## config.mk

```make
export PLATFORM = sky130hd
export DESIGN_NAME = axi_log_drain
export DESIGN_NICKNAME = d
export VERILOG_FILES = /design/src/rtl/axi_log_pkg.sv /design/src/rtl/axi_log_entry_asm.sv /design/src/rtl/axi_log_drain.sv
export SDC_FILE = /design/constraint.sdc
export NUM_CORES = 1
export LEC_CHECK = 0
export CAP_MARGIN = 10
export CELL_PAD_IN_SITES_DETAIL_PLACEMENT = 0
export CELL_PAD_IN_SITES_GLOBAL_PLACEMENT = 1
export CORE_AREA = 2 2 107 187
export CTS_BUF_LIST = sky130_fd_sc_hd__clkbuf_16
export CTS_CLUSTER_DIAMETER = 50
export CTS_CLUSTER_SIZE = 24
export DETAILED_ROUTE_END_ITERATION = 10
export DIE_AREA = 0 0 109 189
export GPL_TIMING_DRIVEN = 0
export MAX_ROUTING_LAYER = met4
export PLACE_DENSITY_LB_ADDON = 0.12
export SYNTH_ARGS = -nofsm -noshare
export SYNTH_HDL_FRONTEND = slang
export SYNTH_SLANG_ARGS = --single-unit
export TNS_END_PERCENT = 20
```

## constraint.sdc

```tcl
create_clock -name Clk_CI -period 5.12 [get_ports Clk_CI]
set_input_delay 1.024 -clock Clk_CI [delete_from_list [all_inputs] [get_ports Clk_CI]]
set_output_delay 1.024 -clock Clk_CI [all_outputs]
set_load 0.05 [all_outputs]
```

## src/rtl/axi_log_pkg.sv

```systemverilog
// Shared constants, entry layout and FSM states for the AXI log drain.
// Optional feature macro: AXI_LOG_DRAIN_AUTOCLEAR_EN (see axi_log_drain).
package axi_log_pkg;

    localparam int LOG_ENTRY_BITW      = 96;
    localparam int LOG_ENTRY_BYTEW     = 12;
    localparam int LOG_WORDS_PER_ENTRY = 3;
    localparam int LOG_WORD_BITW       = 32;
    localparam int LOG_WORD_BYTEW      = 4;

    localparam int LOG_TS_OFS   = 0;
    localparam int LOG_ADDR_OFS = 32;
    localparam int LOG_LEN_OFS  = 64;
    localparam int LOG_ID_OFS   = 72;

    typedef logic [LOG_ENTRY_BITW-1:0] log_entry_t;

    typedef enum logic [2:0] {
        S_IDLE,
        S_RD0,
        S_RD1,
        S_RD2,
        S_WAIT,
        S_VALID,
        S_DONE
    } drain_state_e;

endpackage

```

## src/rtl/axi_log_entry_asm.sv

```systemverilog
// Assembles three 32-bit BRAM words into one 96-bit log entry register.
// Optional feature macro: none (AXI_LOG_DRAIN_AUTOCLEAR_EN lives in the top).
module axi_log_entry_asm
    import axi_log_pkg::*;
(
    input  logic                     clk,
    input  logic                     rst_n,
    input  logic                     capture,
    input  logic [1:0]               word_sel,
    input  logic                     hold,
    input  logic [LOG_WORD_BITW-1:0] word,
    output log_entry_t               entry
);

    log_entry_t entry_q;

    // len and id share word 2, so the id field rides along at LOG_LEN_OFS
    always_ff @(posedge clk) begin
        if (!rst_n) begin
            entry_q <= '0;
        end else if (capture && !hold) begin
            unique case (word_sel)
                2'd0: entry_q[LOG_TS_OFS   +: LOG_WORD_BITW] <= word;
                2'd1: entry_q[LOG_ADDR_OFS +: LOG_WORD_BITW] <= word;
                2'd2: entry_q[LOG_LEN_OFS  +: LOG_WORD_BITW] <= word;
                default: entry_q <= entry_q;
            endcase
        end
    end

    assign entry = entry_q;

endmodule

```

## src/rtl/axi_log_drain.sv

```systemverilog
// Drains NumEntries log records from BRAM as a 96-bit valid/ready stream.
// Optional feature macro: AXI_LOG_DRAIN_AUTOCLEAR_EN (pulse Clear_SO on completion).
module axi_log_drain
    import axi_log_pkg::*;
#(
    parameter int NUM_LOG_ENTRIES = 16384,
    parameter int BRAM_ADDR_BITW  = 32,
    localparam int CNT_BITW       = $clog2(NUM_LOG_ENTRIES) + 1
) (
    input  logic                      Clk_CI,
    input  logic                      Rst_RBI,
    input  logic                      Start_SI,
    input  logic [CNT_BITW-1:0]       NumEntries_DI,
    input  logic                      Abort_SI,
    output logic                      BramEn_SO,
    output logic [BRAM_ADDR_BITW-1:0] BramAddr_DO,
    input  logic [31:0]               BramRd_DI,
    output logic [LOG_ENTRY_BITW-1:0] Entry_DO,
    output logic                      EntryValid_SO,
    input  logic                      EntryReady_SI,
    output logic                      Busy_SO,
    output logic                      Done_SO,
    output logic                      Clear_SO
);

    localparam logic [CNT_BITW-1:0] MAX_CNT = CNT_BITW'(NUM_LOG_ENTRIES);

    drain_state_e              state_q, state_d;
    logic [CNT_BITW-1:0]       remain_q;
    logic [CNT_BITW-1:0]       num_sat;
    logic [BRAM_ADDR_BITW-1:0] addr_q;
    logic                      bram_en;
    logic                      handshake;
    logic                      capture;
    logic [1:0]                word_sel;
    logic                      hold;

    assign num_sat   = (NumEntries_DI > MAX_CNT) ? MAX_CNT : NumEntries_DI;
    assign handshake = (state_q == S_VALID) && EntryReady_SI;

    always_ff @(posedge Clk_CI) begin
        if (!Rst_RBI) begin
            state_q <= S_IDLE;
        end else begin
            state_q <= state_d;
        end
    end

    always_comb begin
        state_d = state_q;
        unique case (state_q)
            S_IDLE: begin
                if (Start_SI) begin
                    state_d = (NumEntries_DI == '0) ? S_DONE : S_RD0;
                end
            end
            S_RD0:  state_d = S_RD1;
            S_RD1:  state_d = S_RD2;
            S_RD2:  state_d = S_WAIT;
            S_WAIT: state_d = S_VALID;
            S_VALID: begin
                if (EntryReady_SI) begin
                    state_d = (remain_q <= CNT_BITW'(1)) ? S_DONE : S_RD0;
                end
            end
            S_DONE: state_d = S_IDLE;
            default: state_d = S_IDLE;
        endcase
        if (Abort_SI) begin
            state_d = S_IDLE;
        end
    end

    always_ff @(posedge Clk_CI) begin
        if (!Rst_RBI || Abort_SI) begin
            remain_q <= '0;
        end else if (state_q == S_IDLE && Start_SI) begin
            remain_q <= num_sat;
        end else if (handshake) begin
            remain_q <= remain_q - CNT_BITW'(1);
        end
    end

    // byte address walks +4 per word read; it only resets between drains
    always_ff @(posedge Clk_CI) begin
        if (!Rst_RBI || Abort_SI || state_q == S_IDLE) begin
            addr_q <= '0;
        end else if (bram_en) begin
            addr_q <= addr_q + BRAM_ADDR_BITW'(LOG_WORD_BYTEW);
        end
    end

    assign bram_en = (state_q == S_RD0) || (state_q == S_RD1) ||
                     (state_q == S_RD2);

    // read data lags the address by one cycle, so word k lands in state RD(k+1)
    always_comb begin
        capture  = 1'b0;
        word_sel = 2'd0;
        unique case (state_q)
            S_RD1:  begin capture = 1'b1; word_sel = 2'd0; end
            S_RD2:  begin capture = 1'b1; word_sel = 2'd1; end
            S_WAIT: begin capture = 1'b1; word_sel = 2'd2; end
            default: begin capture = 1'b0; word_sel = 2'd0; end
        endcase
    end

    assign hold = (state_q == S_VALID) && !EntryReady_SI;

    axi_log_entry_asm u_asm (
        .clk      (Clk_CI),
        .rst_n    (Rst_RBI),
        .capture  (capture),
        .word_sel (word_sel),
        .hold     (hold),
        .word     (BramRd_DI),
        .entry    (Entry_DO)
    );

    assign BramEn_SO     = bram_en;
    assign BramAddr_DO   = bram_en ? addr_q : '0;
    assign EntryValid_SO = (state_q == S_VALID);
    assign Busy_SO       = (state_q != S_IDLE);
    assign Done_SO       = (state_q == S_DONE);

`ifdef AXI_LOG_DRAIN_AUTOCLEAR_EN
    assign Clear_SO = (state_q == S_DONE);
`else
    assign Clear_SO = 1'b0;
`endif

endmodule

```

# Word level (Yosys, flattened, before mapping)
# Cells that the tools add are included.
# classes
n_eq_ne	10
n_bitwise	1
mux	11
order_cmp	2
add_sub_neg	2
n_reduce_logical	22
# op_table
cell	n
$mux 15	3
$add 32x3->32 const B	1
$mux 32	1
$pmux 3 s6	1
$gt 15x15->1 const B	1
$le 15x1->1 const B	1
$logic_not 15->1	1
$sub 15x1->15 const B	1
$mux 3	4
$eq 3x3->1 const B	3
$reduce_and 2->1	4
$eq 3x2->1 const B	2
$logic_and 1x1->1	4
$logic_or 1x1->1	4
$pmux 2 s2	1
$eq 3x1->1 const B	1
$logic_not 1->1	3
$logic_not 3->1	1
$reduce_bool 3->1	1
$reduce_or 3->1	1
$eq 2x1->1 const B	1
$eq 2x2->1 const B	1
$logic_not 2->1	1
$ne 2x1->1 const B	1
other kinds (5)	5
# totals
ff_bits	146
word_cells	54
out_inout_bits	133
inputBits	52

# Depth between registers and ports, before layout
# depth
word_depth	5
depth_mapped	7
ltp_nobuf	6

# Cells and area by module
# From an unflattened synthesis, not the netlist that was laid out.
# hier_totals
cells_unflattened	692
hier_area_um2	6326.1
# by_module_without_submodules
mod	cells_each	area_per_inst_um2	instances	seq_area_each_um2
axi_log_entry_asm	349	3559.7	1	1921.8
axi_log_drain	343	2766.4	1	960.9

# Worst setup path before layout
# Ideal clock, no wire load.
# synth_timing
kind	reg2out
from	register state_q[2]
to	output port BramAddr_DO[19]
path_stages_with_launch	5
path_slack_ns	2.208
n_path_buf	2
required_ns	4.096
t_arrival_ns	1.888
cell_sequence	dfxtp_1 o21ba_2 clkbuf_1 clkbuf_1 and2_1
# synth_via
elab_chain_len	4
word_cells_on_any_way	6
classes_between	eq/ne (3); mux (1); reduce/logical (2)
# synth_lines
element	line	text
start: declaration	axi_log_drain.sv:28	drain_state_e state_q, state_d;
start signal: assignment	axi_log_drain.sv:45	state_q <= state_d;
$eq 3x1->1 / $eq 3x2->1 (equally long branches)	axi_log_drain.sv:93	assign bram_en = (state_q == S_RD0) || (state_q == S_RD1) ||
$logic_or 1x1->1	axi_log_drain.sv:93	
$logic_or 1x1->1 (*)	axi_log_drain.sv:93	
net BramEn_SO	axi_log_drain.sv:15	output logic BramEn_SO,
$mux 32 (*)	axi_log_drain.sv:121	assign BramAddr_DO = bram_en ? addr_q : '0;
end: declaration	axi_log_drain.sv:16	output logic [BRAM_ADDR_BITW-1:0] BramAddr_DO,
# Mark *: on every way through the listed nets, which the timed path passes. The rest lies on a longest branch.

# Worst setup path after layout
# layout_timing
from	register state_q[1]
to	output port BramAddr_DO[6]
# layout_via
elab_chain_len	4
word_cells_on_any_way	6
classes_between	eq/ne (3); mux (1); reduce/logical (2)
# layout_lines
element	line
$eq 3x1->1 / $eq 3x2->1 (equally long branches)	axi_log_drain.sv:93
$logic_or 1x1->1	axi_log_drain.sv:93
$logic_or 1x1->1 (*)	axi_log_drain.sv:93
$mux 32 (*)	axi_log_drain.sv:121
# Every way passes the cells marked *; elsewhere a longest branch is shown, timed or not.

==> impl_metrics.tcl <==
set metrics [dict create \
    final.setup.tns_ns 0 \
    ant_nets 0 \
    startpoint "state_q[1]" \
    switching_share_pct 24.7 \
    clkPwrFrac_pct 46.0 \
    drc 0 \
    die-area_sq_um 20600 \
    pre_cts_ws_ns 1.68 \
    power_frac_comb_pct 7.0 \
    synth_edf_count 0 \
    ys_seq_area_share_pct 46.4 \
    synth-compound-area-share_pct 17.3 \
    crit_arrival_ns 2.86 \
    multi_input_area_sq_um 3080 \
    max_freq_ghz 0.258 \
    top_layer "met4" \
    p_seq_share_pct 47.0 \
    synth.most_common_cell "nand2_1" \
    grt_pass1_vias 5846 \
    max-vdd-ir-drop_mv 0.192 \
    syn_to_final_growth_pct 42.6 \
    crit_chain "o21ba_2 > clkbuf_1 > clkbuf_1 > and2_1 > clkdlybuf4s50_1" \
    crit_end "BramAddr_DO[6]" \
    cp_slowest_stage_delay_ns 0.80 \
    period_minus_slack_ns 3.88 \
    htreeDepth 4 \
    worstPathMaxFanout 10 \
    vias 5869 \
    synth.distinct_cells 42 \
    ff_latch_area_sq_um 2880 \
    ios 185 \
    synth_top_area_cell "dfxtp_1" \
    yosys.area.top_type_share_pct 46.4 \
    hold_path.class "reg2reg" \
    power.switching_mw 0.596 \
    hold_viol 0 \
    crit_required_ns 4.10 \
    cp_common_cell "clkbuf_1" \
    p_int_mw 1.82 \
    relSlewSlack_pct 42.1 \
    synth_area_sq_um 6210 \
    vias_per_cell 4.78 \
    crit_path_end_kind "primary output" \
    worst_pin_slew_ns 0.866 \
    path_class "reg2out" \
    layout_setup_ws_ns 1.24 \
    dpl.hpwl_mm 15.4 \
    drt_iter0_drc 190 \
    powerDensity_nw_per_um2 272 \
    crit_slowest_cell "clkdlybuf4s50_1" \
    leakage_nw 2.82 \
    wl_met2_mm 11.0 \
    clk_pin_slew_ns 0.06 \
    critPathLaunchType "flip-flop" \
    timing.rr.end "u_asm.entry[82]" \
    final_util_pct 46.6 \
    cts_buffers 17 \
    worstSkewPairLatency_ns 0.43 \
    antenna_found_initial 1 \
    cts_tree "yes" \
    rr_worst_depth 6 \
    finalSetupViolCount 0 \
    synth_xor_area_share_pct 3.66 \
    routed_wl_mm 19.8 \
    synth.area.top_cells "dfxtp_1 (46%), nand2_1 (13%), a21boi_0 (12%)" \
    grt_use_total_pct 20.7 \
    synthFlopType "dfxtp_1" \
    grt_max_degree 17 \
    initial_core_util_pct 32.7 \
    fin_worst_skew_ns 0.0101 \
    wl_met1_mm 7.45 \
    cts.repair.resized 0 \
    fp.dieH_microns 189 \
    rr_startpoint "state_q[2]" \
    numPortBuffers 181 \
    synth_top_family_by_area "simple AND/OR/NAND/NOR gates" \
    rsz0062_at_grt "false" \
    nNetsFinal 1029 \
    met3WireLength_mm 1.02 \
    yosys_warnings 0 \
    grt.overflow.total 0 \
    postSynthCellCount 772 \
    fp-row-count 67 \
    cts.sinks 144 \
    drv_slew 0 \
    grt_pass1_wl_mm 31.3 \
    globalplace.congestion 0.832 \
    drive_above_1_share_pct 4.36 \
    muxShareOfSynthArea_pct 0.362 \
    core_area_sq_um 19000 \
    fp.dieW_microns 109 \
    wl_per_cell_microns 16.1 \
    synthAdderAreaFrac_pct 0.604 \
    maxCapViolations 0 \
    synthArstFlopShare_pct 0 \
    ys_ff_latch 144 \
    ys_top_cells_by_count "nand2_1 (219), dfxtp_1 (144), a21boi_0 (96)" \
    holdCritStartpoint "u_asm.entry[67]" \
    cts_buffer_depth 2 \
    status "finished clean" \
    reg2reg_slack_ns 2.72 \
    dr.pass1.iters 4 \
    cts_setup_buffers 0 \
    synthSimpleGateAreaFrac_pct 27.5 \
    postSynthAreaPerCell_sq_um 8.05 \
    timing.final.crit_share_pct 75.8 \
    n_fill_cell 1966 \
    ctsHoldBuffers 0 \
    clockRootBuffer "clkbuf_16" \
]
==> registers in the layout, summed over array words and instances (netlist names) <==
| register | count |
|---|---|
| u_asm.entry | 96 |
| addr_q | 30 |
| remain_q | 15 |
| state_q | 3 |
==> worst max-delay path, delay by kind of cell, from the launching register on <==
kind	cells	cell delay, ns
compound gates	1	0.20
buf+inv	3	1.58
flops	1	0.44
simple gates	1	0.20
==> stage by stage <==
step	power, mW	cell area (sq um)	hold WS (ns)	instances
2_1_floorplan	1.24	6220	0.454	774
3_5_place_dp	1.33	8330	0.458	1196
5_1_grt	2.51	8860	0.486	1229
4_1_cts	2.45	8860	0.465	1228
6_report	2.41	8860	0.462	1229
3_3_place_gp	1.33	8330	0.449	1196
==> final cells by class <==
type	instances	area share (%)
Antenna cell	1	0.0282
Buffer	50	2.24
Clock buffer	17	4.80
Clock inverter	15	1.13
Inverter	15	0.635
Multi-Input combinational cell	565	34.8
Sequential cell	144	32.5
Tap cell	241	3.40
Timing Repair Buffer	181	20.4
==> cells in the final DEF (no fill, tap or decap), types with 16 or more instances in the layout <==
cell type / count
nand2_1: 219
clkdlybuf4s50_1: 181
dfxtp_1: 144
a21boi_0: 96
clkbuf_1: 46
nor3_1: 33
nor2_1: 33
and2_1: 28
a21oi_1: 25
xnor2_1: 19
clkbuf_16: 17
inv_1: 16
o21ai_0: 16
==> worst min-delay path by stage <==
stage | end | slack [ns] | cells after the start
6_report | u_asm.entry[67] | 0.46 | 2
5_1_grt | u_asm.entry[88] | 0.49 | 2
2_1_floorplan | addr_q[31] | 0.45 | 2
4_1_cts | u_asm.entry[88] | 0.47 | 2
3_3_place_gp | u_asm.entry[35] | 0.45 | 2
3_5_place_dp | u_asm.entry[88] | 0.46 | 2
==> layer usage <==
layer | GRT usage (%) | vias up
met1 | 20.3 | 2710
met2 | 38.0 | 147
met4 | 7.05 | 0
met3 | 5.92 | 25
li1 | - | 2987
met5 | - | -
==> kinds of logic (layout without fill, tap and decap cells) <==
family / Yosys count / in the layout
mux: 2 / 2
xor+xnor: 26 / 26
flops: 144 / 144
fa+ha+maj: 3 / 3
simple gates: 376 / 376
other cells: 1 / 4
buf+inv: 65 / 278
compound gates: 155 / 155
==> power groups by stage <==
stage / Sequential, mW / Clock, mW / Combinational (mW)
after detailed placement: 1.16 / 0 / 0.170
after global placement: 1.16 / 0 / 0.171
after CTS: 1.13 / 1.15 / 0.171
after floorplan: 1.17 / 0 / 0.0740
final: 1.13 / 1.11 / 0.169
after global routing: 1.14 / 1.19 / 0.184
Power figures use the tool's default switching activity.
==> RTL edit 1: new RTL, same flow settings <==
Encoding of `drain_state_e`: now one-hot (7 bits for 7 states).
--- a/src/rtl/axi_log_pkg.sv
+++ b/src/rtl/axi_log_pkg.sv
@@ -15,14 +15,14 @@
 
     typedef logic [LOG_ENTRY_BITW-1:0] log_entry_t;
 
-    typedef enum logic [2:0] {
-        S_IDLE,
-        S_RD0,
-        S_RD1,
-        S_RD2,
-        S_WAIT,
-        S_VALID,
-        S_DONE
+    typedef enum logic [6:0] {
+        S_IDLE  = 7'b0000001,
+        S_RD0   = 7'b0000010,
+        S_RD1   = 7'b0000100,
+        S_RD2   = 7'b0001000,
+        S_WAIT  = 7'b0010000,
+        S_VALID = 7'b0100000,
+        S_DONE  = 7'b1000000
     } drain_state_e;
 
 endpackage
Check against the original RTL: no difference found for any inputs over 4 cycles, from zero or initial values and one cycle with Rst_RBI low; so few cycles prove little.
==> RTL edit 1 against the original RTL <==
  * Sequential cell count increased by 4
  * Sequential share of layout area is 0.42 points higher
  * Routed wire length is 1.0% higher
  * Final cell count rose by 0.73%
  * Worst setup slack worse by 410 ps
  * Largest cell class unchanged
  * Register-to-register slack worse by 70 ps
  * First-iteration DRC count fell by 14%
  * Critical path type unchanged
  * Maximum frequency is 9.5% lower
  * Design area is 1.5% higher
  * Global-route usage hardly changed
  * Synthesized area up 2.0%
  * Power is 2.8% higher
==> RTL edit 1: results (changes against the original RTL) <==
outcome complete, no violations (unchanged); Fillers 1959 (was 1966); wire per inst 16.2 um (was 16.1 um); CP max FO 10 (unchanged); critical path's largest stage delay 790 ps; fraction of registers with async set/reset 0 (unchanged); H-tree depth 4 (unchanged); Synth top cells by count 214 x nand2_1, 148 x dfxtp_1, 68 x a21boi_0 (was 219 x nand2_1, 144 x dfxtp_1, 96 x a21boi_0); antenna violations before repair 0 (was 1); PostCTS Resize Cnt 0 (unchanged); Seq/Total Area, Yosys 0.468 (was 0.464); min-delay worst type flop to flop (unchanged); internal power 1920 uW (was 1820 uW); vias in the first global route 5872 (was 5846); Post-Place Setup Slack 1180 ps (was 1680 ps); I/O Buffers 181 (unchanged); post-route ant nets 0 (unchanged); Lkg Pwr 0.00295 uW (was 0.00282 uW); CTS clk-pin slew, worst paths 60 ps (about the same); Worst VDD drop 0.000146 V (was 0.000192 V); ANT cells 0 (was 1); Synth cell types 48 (was 42); CTS Buf Count 17 (unchanged); clk_lat worst skew 430 ps (about the same); prevailing post-synth register cell dfxtp_1 (unchanged); largest net degree at the start of global routing 17 (unchanged); layout cells sized above 1 0.0331 (was 0.0436); GP Congestion 0.780 (was 0.832); Worst Clk Skew 10.9 ps (was 10.1 ps); vias per cell 4.80 (was 4.78); Post-CTS Setup Inserts 0 (unchanged); final net count 1039 (was 1029); DRT Pass-1 Iters 4 (unchanged); Tot GR Track Use 0.207 (about the same); CTS root buffer clkbuf_16 (unchanged); slew margin rel. 0.415 (was 0.421); Slowest cell on crit path clkdlybuf4s50_1 (unchanged); Yosys warning total 0 (unchanged); crit path DAT 3260 ps (was 2860 ps); global route total overflow 0 (unchanged); max reg flops 96 (unchanged); 1st-iter DRT viols 163 (was 190); CTS Buffer Depth 2 (unchanged); global-route wire length before repair 31400 um (was 31300 um); top cells by area, synth dfxtp_1 47%, nand2_1 13%, a21boi_0 8.1% (was dfxtp_1 46%, nand2_1 13%, a21boi_0 12%); hpwl dp 15400 um (about the same)
[RTL edit 1: cell types whose count changed after synthesis, moves of 4 or more]
cell      change
dfxtp_1       +4
nand2_1       -5
nor4_1        +5
nand3_1       +7
a21boi_0     -28
nor3_1       -16
or3_1         +4
a21boi_1     +29
o21ai_0       -4
nor2_1        +4
a21oi_1       +9
[RTL edit 1: logic make-up (layout without fill, tap and decap cells)]
| kind of cell | Yosys count | count (layout) | share of synthesized area |
|---|---|---|---|
| buffers and inverters | 64 | 277 | 0.0403 |
| adder cells (fa/ha/maj) | 3 | 3 | 0.00593 |
| AND/OR/NAND/NOR | 378 | 378 | 0.273 |
| flip-flops | 148 | 148 | 0.468 |
| multiplexers | 3 | 3 | 0.00514 |
| XOR/XNOR | 22 | 22 | 0.0304 |
| other | 1 | 3 | 0.000592 |
| AO/OA/AOI/OAI | 163 | 163 | 0.177 |
[RTL edit 1: through the flow]
stage | utilization | cells | cell area [um^2]
final | 0.473 | 1238 | 8990
after global routing | 0.473 | 1238 | 8990
after CTS | 0.473 | 1238 | 8990
after detailed placement | 0.444 | 1206 | 8460
after global placement | 0.444 | 1206 | 8460
after floorplan | - | 784 | 6340
[RTL edit 1: routing by layer]
metal / up-vias / global-route usage / part of all wire / wire length, um
li1: 3039 / - / - / -
met1: 2766 / 0.208 / 0.39 / 7740
met2: 122 / 0.375 / 0.55 / 11100
met3: 20 / 0.0537 / 0.042 / 842
met4: 0 / 0.0769 / 0.019 / 378
met5: - / - / 0 / 0
[RTL edit 1: worst paths after layout]
check / from / end / slack [ps] / cells past startpoint
worst max-delay path: state_q[6] / BramAddr_DO[29] / 830 / 6
worst min-delay path: u_asm.entry[83] / u_asm.entry[83] / 450 / 2
worst max register to register: state_q[2] / u_asm.entry[89] / 2650 / 8
worst min register to register: u_asm.entry[83] / u_asm.entry[83] / 450 / 2
[RTL edit 1: power by group through the flow]
stage / sequential [uW] / clock [uW] / combinational [uW]
final: 1160 / 1170 / 148
after global routing: 1160 / 1250 / 162
after CTS: 1160 / 1200 / 151
after detailed placement: 1190 / 0 / 150
after global placement: 1190 / 0 / 150
after floorplan: 1190 / 0 / 70.2
[RTL edit 1: layout make-up]
type                    count  share of cell area
clock inverters            15              0.0124
well taps                 241              0.0335
repair buffers            181               0.201
inverters                  12             0.00501
plain buffers              52              0.0234
flip-flops and latches    148               0.329
clock buffers              17              0.0473
multi-input cells         572               0.347
[RTL edit 1: worst max-delay path, delay by kind of cell, from the launching register on]
kind                   cells  cell delay [ps]
and+or+nand+nor            2              660
buffers and inverters      3             1600
DFF                        1              370
AOI/OAI and AO/OA          1              210
==> RTL edit 2: new RTL, config.mk and constraints unchanged <==
Without the edit above. The parameter `BRAM_ADDR_BITW` goes from 32 to 64.
--- a/src/rtl/axi_log_drain.sv
+++ b/src/rtl/axi_log_drain.sv
@@ -4,7 +4,7 @@
     import axi_log_pkg::*;
 #(
     parameter int NUM_LOG_ENTRIES = 16384,
-    parameter int BRAM_ADDR_BITW  = 32,
+    parameter int BRAM_ADDR_BITW  = 64,
     localparam int CNT_BITW       = $clog2(NUM_LOG_ENTRIES) + 1
 ) (
     input  logic                      Clk_CI,
Ports: changed (resized BramAddr_DO); port bits go from 185 to 217. The function was not compared with the original's and may differ.
==> RTL edit 2 against the original RTL <==
  * Critical path depth increased by 1
  * Global-route usage increased by 3.7 points
  * Routed wire length increased by 21%
  * Via count increased by 31%
  * Largest power group unchanged
  * Combinational power increased by 3%
  * Clock skew decreased by 1.1 ps
  * Design area increased by 24%
  * Sequential cell count increased by 32
  * Power increased by 18%
  * Worst setup slack got worse by 200 ps
  * Synthesized area increased by 28%
  * Non-clock buffer count increased by 48
  * Sequential share of layout area decreased by 0.51 points
==> RTL edit 2: results (changes against the original RTL) <==
slew margin rel. 0.583 (was 0.421); end point of the critical path BramAddr_DO[15] (was BramAddr_DO[6]); outcome complete, no violations (unchanged); vias in the first global route 7521 (was 5846); GP Congestion 0.906 (was 0.832); Synth top cells by count 225 x nand2_1, 176 x dfxtp_1, 96 x a21boi_0 (was 219 x nand2_1, 144 x dfxtp_1, 96 x a21boi_0); FF-to-FF Start addr_q[31] (was state_q[2]); Critical path origin state_q[2] (was state_q[1]); hpwl dp 18700 um (was 15400 um); Critical R2R Capture addr_q[57] (was u_asm.entry[82]); R2R depth 7 (was 6); antenna violations before repair 0 (was 1); Seq/Total Area, Yosys 0.441 (was 0.464); Lkg Pwr 0.00347 uW (was 0.00282 uW); post-route ant nets 0 (unchanged); Switch Pwr 647 uW (was 596 uW); global-route wire length before repair 38100 um (was 31300 um); setup slack, reg-to-reg 2670 ps (was 2720 ps); 1st-iter DRT viols 330 (was 190); Post-Place Setup Slack 1460 ps (was 1680 ps); top cells by area, synth dfxtp_1 44%, nand2_1 11%, a21boi_0 9.0% (was dfxtp_1 46%, nand2_1 13%, a21boi_0 12%); Total Wirelength 24000 um (was 19800 um); Worst VDD drop 0.000197 V (was 0.000192 V); I/O Buffers 213 (was 181); final net count 1280 (was 1029); min Tclk post-route 4080 ps (was 3880 ps); DRT Pass-1 Iters 5 (was 4); layout cells sized above 1 0.0363 (was 0.0436); Worst Clk Skew 8.95 ps (was 10.1 ps); ANT cells 0 (was 1)
[RTL edit 2: changes by cell type after synthesis, moves of 13 or more]
cell / delta
or4_1: +15
nand3_1: +16
dfxtp_1: +32
nand4_1: +13
a21oi_1: +18
and2_1: +37
o31ai_1: +15
[RTL edit 2: tightest hold or removal path: cells and delay by family, from the launching register on]
kind | cells | cell delay [ps]
AND/OR/NAND/NOR | 1 | 40
flip-flops | 1 | 310
AO/OA/AOI/OAI | 1 | 60
[RTL edit 2: logic make-up (layout without fill, tap and decap cells)]
group | count (synthesis) | after routing | synth area share
XOR/XNOR | 32 | 32 | 0.0351
AO/OA/AOI/OAI | 201 | 201 | 0.169
flip-flops | 176 | 176 | 0.441
multiplexers | 1 | 1 | 0.00141
AND/OR/NAND/NOR | 496 | 496 | 0.307
other | 1 | 3 | 0.000470
adder cells (fa/ha/maj) | 3 | 3 | 0.00470
buffers and inverters | 81 | 326 | 0.0406
[RTL edit 2: cell type report]
type	instances	area, um^2
Multi-Input combinational cell	736	4140
Clock buffer	17	425
Clock inverter	15	155
Buffer	66	268
Sequential cell	176	3520
Inverter	15	56.3
Timing Repair Buffer	213	2130
Tap cell	241	302
Fill cell	1837	8020
[RTL edit 2: worst min path at each step]
stage | start | endpoint | slack, ps | cells past startpoint
floorplan | addr_q[63] | addr_q[63] | 450 | 2
global placement | u_asm.entry[24] | u_asm.entry[24] | 450 | 2
detailed placement | u_asm.entry[39] | u_asm.entry[39] | 460 | 2
CTS | u_asm.entry[69] | u_asm.entry[69] | 460 | 2
global route | u_asm.entry[3] | u_asm.entry[3] | 480 | 2
finish | u_asm.entry[65] | u_asm.entry[65] | 460 | 2
[RTL edit 2: per-stage QoR]
| stage | area, um^2 | utilization | std cells | total power, uW |
|---|---|---|---|---|
| final | 11000 | 0.578 | 1479 | 2850 |
| after global routing | 11000 | 0.578 | 1479 | 2940 |
| after CTS | 11000 | 0.578 | 1479 | 2880 |
| after detailed placement | 10400 | 0.548 | 1447 | 1590 |
| after global placement | 10400 | 0.548 | 1447 | 1590 |
| after floorplan | 7990 | - | 993 | 1500 |
[RTL edit 2: layer usage]
metal	GRT usage	share of wire	vias to the layer above
li1	-	-	3862
met1	0.233	0.36	3590
met2	0.455	0.56	205
met3	0.0596	0.056	43
met4	0.0981	0.030	0
met5	-	0	-
[RTL edit 2: power groups by stage]
stage	Combinational (uW)	Sequential [uW]	Clock [uW]
2_1_floorplan	75.6	1430	0
3_3_place_gp	175	1410	0
3_5_place_dp	175	1420	0
4_1_cts	176	1380	1320
5_1_grt	189	1380	1370
6_report	174	1380	1300
